### src/rtl/ltc2308_responder.sv
// Device-side model of the LTC2308 12-bit, 8-channel SPI ADC. It answers the
// CONVST/SCK/SDI signals from our ADC master and returns the selected channel's code on SDO.
module ltc2308_responder #(
    parameter int DATA_W      = 12,
    parameter int CONV_CYCLES = 64,
    parameter int SYNC_STAGES = 2
) (
    input  logic                  clk,
    input  logic                  reset_n,
    input  logic [8*DATA_W-1:0]   chan_data,
    input  logic                  ADC_CONVST,
    input  logic                  ADC_SCK,
    input  logic                  ADC_SDI,
    output logic                  ADC_SDO,
    output logic                  busy,
    output logic [5:0]            cfg_word,
    output logic                  cfg_valid,
    output logic                  proto_err
);

    localparam int          CNT_W     = (CONV_CYCLES > 1) ? $clog2(CONV_CYCLES) : 1;
    localparam logic [5:0]  CFG_RESET = 6'b100010;
    localparam logic [DATA_W-1:0] MSB_MASK = {1'b1, {(DATA_W-1){1'b0}}};

    typedef enum logic [1:0] {
        ST_IDLE    = 2'd0,
        ST_CONVERT = 2'd1,
        ST_SHIFT   = 2'd2
    } state_t;

    state_t                 state_q, state_d;
    logic [CNT_W-1:0]       conv_cnt_q, conv_cnt_d;
    logic [3:0]             bit_cnt_q, bit_cnt_d;
    logic [5:0]             cfg_shift_q, cfg_shift_d;
    logic [5:0]             cfg_word_q, cfg_word_d;
    logic                   cfg_valid_q, cfg_valid_d;
    logic [DATA_W-1:0]      sample_q, sample_d;
    logic                   sdo_q, sdo_d;
    logic                   busy_q, busy_d;
    logic                   proto_err_q, proto_err_d;

    logic [SYNC_STAGES-1:0] convst_sync_q;
    logic [SYNC_STAGES-1:0] sck_sync_q;
    logic [SYNC_STAGES-1:0] sdi_sync_q;
    logic                   convst_prev_q;
    logic                   sck_prev_q;

    logic                   convst_cur_s, sck_cur_s, sdi_cur_s;
    logic                   convst_rise_s, sck_rise_s, sck_fall_s;
    logic [3:0]             sdo_idx_s;
    logic [DATA_W-1:0]      new_sample_s;

    // Channel ch = {S1, S0, O/S}; bipolar flips the MSB (offset binary to two's complement).
    function automatic logic [DATA_W-1:0] pick_sample(
        input logic [2:0]          ch,
        input logic                uni,
        input logic [8*DATA_W-1:0] data
    );
        logic [DATA_W-1:0] raw;
        raw = data[ch*DATA_W +: DATA_W];
        if (uni) begin
            return raw;
        end else begin
            return raw ^ MSB_MASK;
        end
    endfunction

    assign convst_cur_s  = convst_sync_q[SYNC_STAGES-1];
    assign sck_cur_s     = sck_sync_q[SYNC_STAGES-1];
    assign sdi_cur_s     = sdi_sync_q[SYNC_STAGES-1];
    assign convst_rise_s = convst_cur_s & ~convst_prev_q;
    assign sck_rise_s    = sck_cur_s & ~sck_prev_q;
    assign sck_fall_s    = ~sck_cur_s & sck_prev_q;
    assign sdo_idx_s     = 4'(DATA_W - 1) - bit_cnt_q;
    assign new_sample_s  = pick_sample({cfg_word_q[3], cfg_word_q[2], cfg_word_q[4]},
                                       cfg_word_q[1], chan_data);

    // Input synchronisers and previous-value registers for edge detection.
    always_ff @(posedge clk or negedge reset_n) begin
        if (!reset_n) begin
            convst_sync_q <= '0;
            sck_sync_q    <= '0;
            sdi_sync_q    <= '0;
            convst_prev_q <= 1'b0;
            sck_prev_q    <= 1'b0;
        end else begin
            convst_sync_q <= {convst_sync_q[SYNC_STAGES-2:0], ADC_CONVST};
            sck_sync_q    <= {sck_sync_q[SYNC_STAGES-2:0], ADC_SCK};
            sdi_sync_q    <= {sdi_sync_q[SYNC_STAGES-2:0], ADC_SDI};
            convst_prev_q <= convst_cur_s;
            sck_prev_q    <= sck_cur_s;
        end
    end

    // Protocol state, counters and all registered outputs.
    always_ff @(posedge clk or negedge reset_n) begin
        if (!reset_n) begin
            state_q     <= ST_IDLE;
            conv_cnt_q  <= '0;
            bit_cnt_q   <= 4'd0;
            cfg_shift_q <= 6'd0;
            cfg_word_q  <= CFG_RESET;
            cfg_valid_q <= 1'b0;
            sample_q    <= '0;
            sdo_q       <= 1'b0;
            busy_q      <= 1'b0;
            proto_err_q <= 1'b0;
        end else begin
            state_q     <= state_d;
            conv_cnt_q  <= conv_cnt_d;
            bit_cnt_q   <= bit_cnt_d;
            cfg_shift_q <= cfg_shift_d;
            cfg_word_q  <= cfg_word_d;
            cfg_valid_q <= cfg_valid_d;
            sample_q    <= sample_d;
            sdo_q       <= sdo_d;
            busy_q      <= busy_d;
            proto_err_q <= proto_err_d;
        end
    end

    // Next-state and output decode.
    always_comb begin
        state_d     = state_q;
        conv_cnt_d  = conv_cnt_q;
        bit_cnt_d   = bit_cnt_q;
        cfg_shift_d = cfg_shift_q;
        cfg_word_d  = cfg_word_q;
        cfg_valid_d = 1'b0;
        sample_d    = sample_q;
        sdo_d       = sdo_q;
        busy_d      = busy_q;
        proto_err_d = proto_err_q;

        case (state_q)
            ST_IDLE: begin
                sdo_d  = 1'b0;
                busy_d = 1'b0;
                if (convst_rise_s) begin
                    state_d    = ST_CONVERT;
                    sample_d   = new_sample_s;
                    conv_cnt_d = CNT_W'(CONV_CYCLES - 1);
                    busy_d     = 1'b1;
                end else begin
                    state_d = ST_IDLE;
                end
            end

            ST_CONVERT: begin
                if (sck_rise_s || sck_fall_s) begin
                    proto_err_d = 1'b1;
                end else begin
                    proto_err_d = proto_err_q;
                end
                if (conv_cnt_q == '0) begin
                    state_d     = ST_SHIFT;
                    busy_d      = 1'b0;
                    sdo_d       = sample_q[DATA_W-1];
                    bit_cnt_d   = 4'd0;
                    cfg_shift_d = 6'd0;
                end else begin
                    conv_cnt_d = conv_cnt_q - CNT_W'(1);
                end
            end

            ST_SHIFT: begin
                // A new CONVST aborts the transfer and outranks any SCK edge in the same clock.
                if (convst_rise_s) begin
                    proto_err_d = 1'b1;
                    state_d     = ST_CONVERT;
                    sample_d    = new_sample_s;
                    conv_cnt_d  = CNT_W'(CONV_CYCLES - 1);
                    busy_d      = 1'b1;
                    sdo_d       = 1'b0;
                end else if (sck_rise_s) begin
                    bit_cnt_d = bit_cnt_q + 4'd1;
                    if (bit_cnt_q < 4'd6) begin
                        cfg_shift_d = {cfg_shift_q[4:0], sdi_cur_s};
                    end else begin
                        cfg_shift_d = cfg_shift_q;
                    end
                    if (bit_cnt_q == 4'(DATA_W - 1)) begin
                        cfg_word_d  = cfg_shift_q;
                        cfg_valid_d = 1'b1;
                        state_d     = ST_IDLE;
                        sdo_d       = 1'b0;
                    end else begin
                        state_d = ST_SHIFT;
                    end
                end else if (sck_fall_s) begin
                    if (bit_cnt_q < 4'(DATA_W)) begin
                        sdo_d = sample_q[sdo_idx_s];
                    end else begin
                        sdo_d = 1'b0;
                    end
                end else begin
                    state_d = ST_SHIFT;
                end
            end

            default: begin
                state_d = ST_IDLE;
                sdo_d   = 1'b0;
                busy_d  = 1'b0;
            end
        endcase
    end

    assign ADC_SDO   = sdo_q;
    assign busy      = busy_q;
    assign cfg_word  = cfg_word_q;
    assign cfg_valid = cfg_valid_q;
    assign proto_err = proto_err_q;

endmodule

### config.mk
export PLATFORM = sky130hd
export DESIGN_NAME = ltc2308_responder
export DESIGN_NICKNAME = d
export VERILOG_FILES = /design/src/rtl/ltc2308_responder.sv
export SDC_FILE = /design/constraint.sdc
export NUM_CORES = 1
export LEC_CHECK = 0
export CORE_MARGIN = 3
export CORE_UTILIZATION = 41
export DETAILED_ROUTE_END_ITERATION = 10
export PLACE_DENSITY = 0.86
export REMOVE_ABC_BUFFERS = 1
export SETUP_SLACK_MARGIN = 0.5
export SYNTH_ARGS = -nofsm -noshare
export SYNTH_HDL_FRONTEND = slang
export SYNTH_SLANG_ARGS = --single-unit
### constraint.sdc
create_clock -name clk -period 2.05 [get_ports clk]
set_clock_uncertainty 0.2 [all_clocks]
set_input_delay 0.3075 -clock clk [delete_from_list [all_inputs] [get_ports clk]]
set_output_delay 0.3075 -clock clk [all_outputs]
set_load 0.02 [all_outputs]
==> impl_metrics.json <==
{
  "worstHoldPathType": "flip-flop to flip-flop",
  "critical_path.endpoint_type": "flip-flop",
  "power.static_leakage_nw": 2.21,
  "cellPowerDensity_mw_per_mm2": 772,
  "synthFlopType": "sky130_fd_sc_hd__dfrtp_1",
  "gr-usage-met2_pct": 45.0,
  "fp-row-count": 30,
  "routed_wirelength_mm": 12.9,
  "power.internal_mw": 2.66,
  "portBuffers": 110,
  "clock.fmax_mhz": 468,
  "final.period_utilization_pct": 104,
  "core_region_area_mm2": 0.00702,
  "number_of_placed_i_o_pins": 111,
  "synth.yosys.warnings": 0,
  "cts_max_level": 2,
  "reported_max_cap_violation_count": 0,
  "total_switching_power_mw": 1.56,
  "fin_cells": 529,
  "place_hpwl_mm": 6.36,
  "clock-root-buffer": "sky130_fd_sc_hd__clkbuf_8",
  "ff2ff_path_depth": 7,
  "synthesis.area_mm2": 0.00305,
  "die_h_um": 92.3,
  "average_wire_per_standard_cell_um": 24.4,
  "grt_max_degree": 49,
  "globalRouteOverflowTotal": 0,
  "commonest_cells_after_routing_fill_and_taps_aside": "sky130_fd_sc_hd__clkdlybuf4s50_1, sky130_fd_sc_hd__dfrtp_1, sky130_fd_sc_hd__buf_4, sky130_fd_sc_hd__buf_6, sky130_fd_sc_hd__mux4_2",
  "violations_in_the_final_reports": "setup timing",
  "min_path_cells": 0,
  "grt_pass1_vias": 3206,
  "grtUsageMet1_pct": 28.3,
  "synth_sequential_area_ratio_pct": 39.4,
  "crit_path_max_incr_delay_ns": 0.55,
  "antennaDiodeCount": 0,
  "power.share.combinational_pct": 47.2,
  "detailroute.via_count": 3228,
  "ant_nets": 0,
  "cts_num_sinks": 48,
  "initial_utilization_pct": 43.5,
  "hold_path_start": "sdi_sync_q[0]",
  "drt-initial-drc-count": 298,
  "antenna_found_initial": 0,
  "track_usage_pct": 24.9,
  "floorplan.die.width_um": 92.3,
  "worst_slew_pin_slew_ns": 0.658,
  "grt-busiest-layer": "met2",
  "cp_data_arrival_time_ns": 2.18,
  "grt_setup_unrepaired": "true",
  "hold-worst-slack_ns": 0.159,
  "avgSynthCellArea_um2": 11.7,
  "cts-buffers-inserted": 5,
  "layout-area-overhead-vs-synth_pct": 79.2,
  "vdd_ir_drop_max_mv": 0.734,
  "postSynth.asyncResetShare_pct": 100,
  "worst_setup_hold_path_clk_slew_ns": 0.10,
  "synth_cell_type_count": 52,
  "crit_path_start_kind": "flip-flop",
  "portion_of_total_power_attributed_to_the_clock_network_pct": 20.4,
  "slew_headroom_pct": 56.0,
  "wire_length_of_the_first_global_routing_pass_mm": 16.5,
  "cp_cell_sequence": "buf_4 > buf_6 > ha_4 > nor2b_4 > a31oi_4 > or4_1 > a21oi_1",
  "power.share.switching_pct": 37.0,
  "status": "finished with violations",
  "insertion_delay_ns": 0.32,
  "synth_cells": 262,
  "post-route-drc-count": 0,
  "finalWorstPathRequiredPeriod_ns": 2.14,
  "count_of_final_max_slew_check_failures": 0,
  "final-setup-viol-count": 1,
  "cts_tree": "built",
  "die-area_mm2": 0.00852,
  "dr.pass1.iters": 8,
  "clk_path_buf_depth": 2,
  "synth.ff_latch_count": 48,
  "nNetsFinal": 545,
  "layout-drive-gt1-share_pct": 43.0,
  "worstSetupStartpoint": "state_q[0]",
  "crit_required_ns": 2.09,
  "routabilityCongestion": 0.860,
  "dp_cells": 469,
  "viasPerCell": 6.10,
  "p_seq_share_pct": 32.4,
  "crit_type": "flip-flop to flip-flop",
  "final_hold_vio_count": 0,
  "groute.layer.met3.usage_pct": 4.96,
  "synth_edf_count": 0,
  "regToRegStartpoint": "state_q[0]",
  "mostFrequentLayoutCell": "sky130_fd_sc_hd__clkdlybuf4s50_1",
  "worstPathMaxFanout": 6,
  "crit_slowest_cell": "sky130_fd_sc_hd__or4_1",
  "postLayoutSetupSlackWorst_ns": -0.0880
}
==> final timing paths <==
kind                                 end  slack (ns)
min in group asynchronous        ADC_SDO        0.41
min reg2reg                sdi_sync_q[1]        0.16
max in group asynchronous    cfg_word[4]        0.79
max reg2reg                 bit_cnt_q[3]       -0.09
min                        sdi_sync_q[1]        0.16
max                         bit_cnt_q[3]       -0.09
==> registers in the layout (all words and copies together), names as in the netlist, 2 cells and up <==
signal / flops
cfg_shift_q: 6
convst_sync_q: 2
cfg_word: 6
sample_q: 12
conv_cnt_q: 6
bit_cnt_q: 4
state_q: 2
sdi_sync_q: 2
sck_sync_q: 2
==> cells by family (layout without fill, tap and decap cells) <==
| kind of cell | after synthesis | in the layout | synth area share, % |
|---|---|---|---|
| mux | 46 | 46 | 26.3 |
| fa+ha+maj | 12 | 12 | 4.92 |
| simple gates | 57 | 57 | 9.63 |
| flops | 48 | 48 | 39.4 |
| compound gates | 62 | 63 | 14.2 |
| buf+inv | 36 | 206 | 5.29 |
| xor+xnor | 1 | 1 | 0.287 |
==> critical path: cells and delay by family (launching register included) <==
family                   cells  cell delay (ns)
AND/OR/NAND/NOR              2             0.79
adder cells (fa/ha/maj)      1             0.20
flip-flops                   1             0.40
buffers and inverters        2             0.24
AO/OA/AOI/OAI                2             0.24
==> power groups by stage <==
stage                     clock [mW]  combinational [mW]  sequential (mW)
final                          0.862                1.99             1.37
after global routing           0.895                2.07             1.38
after CTS                      0.838                1.40             1.31
after detailed placement           0                1.09             1.31
after global placement             0                1.04             1.30
after floorplan                    0               0.591             1.29
==> stage by stage <==
stage | setup WS, ns | cell area (um^2) | power [mW] | utilization [%] | setup TNS, ns
after CTS | 0.102 | 4970 | 3.55 | 70.9 | 0
after global routing | -0.132 | 5470 | 4.35 | 77.9 | -0.219
after global placement | 0.0481 | 4330 | 2.34 | 61.7 | 0
after floorplan | -0.515 | 2960 | 1.88 | - | -4.96
after detailed placement | 0.00216 | 4330 | 2.40 | 61.7 | 0
final | -0.0880 | 5470 | 4.22 | 77.9 | -0.0880
==> Yosys cell counts (all sizes together) (3+ instances only) <==
cell type   n  area (um^2)
o31ai       9         67.6
mux2i      13          130
inv        18         67.6
nor2        8         30.0
buf        12         71.3
a31oi       3         18.8
nand2      26         97.6
a22oi       3         22.5
ha         12          150
nor2b       3         18.8
a21oi       6         30.0
mux2        7         78.8
clkbuf      6         22.5
o21ai      26          130
mux4       26          593
dfrtp      46         1150
==> final cells by class <==
type | instances | area, um^2
tap | 96 | 120
timing repair buffer | 180 | 1850
inverter | 18 | 70.1
clock inverter | 3 | 68.8
fill | 386 | 1550
sequential | 48 | 1210
clock buffer | 5 | 68.8
multi-input combinational | 179 | 2090
==> routing by layer <==
| layer | vias up | part of all wire (%) |
|---|---|---|
| li1 | 1330 | - |
| met1 | 1593 | 36 |
| met2 | 228 | 51 |
| met3 | 77 | 7.1 |
| met4 | 0 | 6.3 |
| met5 | - | 0 |
==> timing repair <==
| item | CTS | global route |
|---|---|---|
| hold buffers | 1 | 0 |
| endpoints found under the setup margin | 48 | 47 |
| pin swaps | 15 | 16 |
| cloned | 6 | 2 |
| gates resized for setup | 91 | 92 |
| setup buffers | 23 | 20 |
| hold endpoints to repair | 46 | 0 |
No activity file was read; power rests on OpenSTA's default activity.
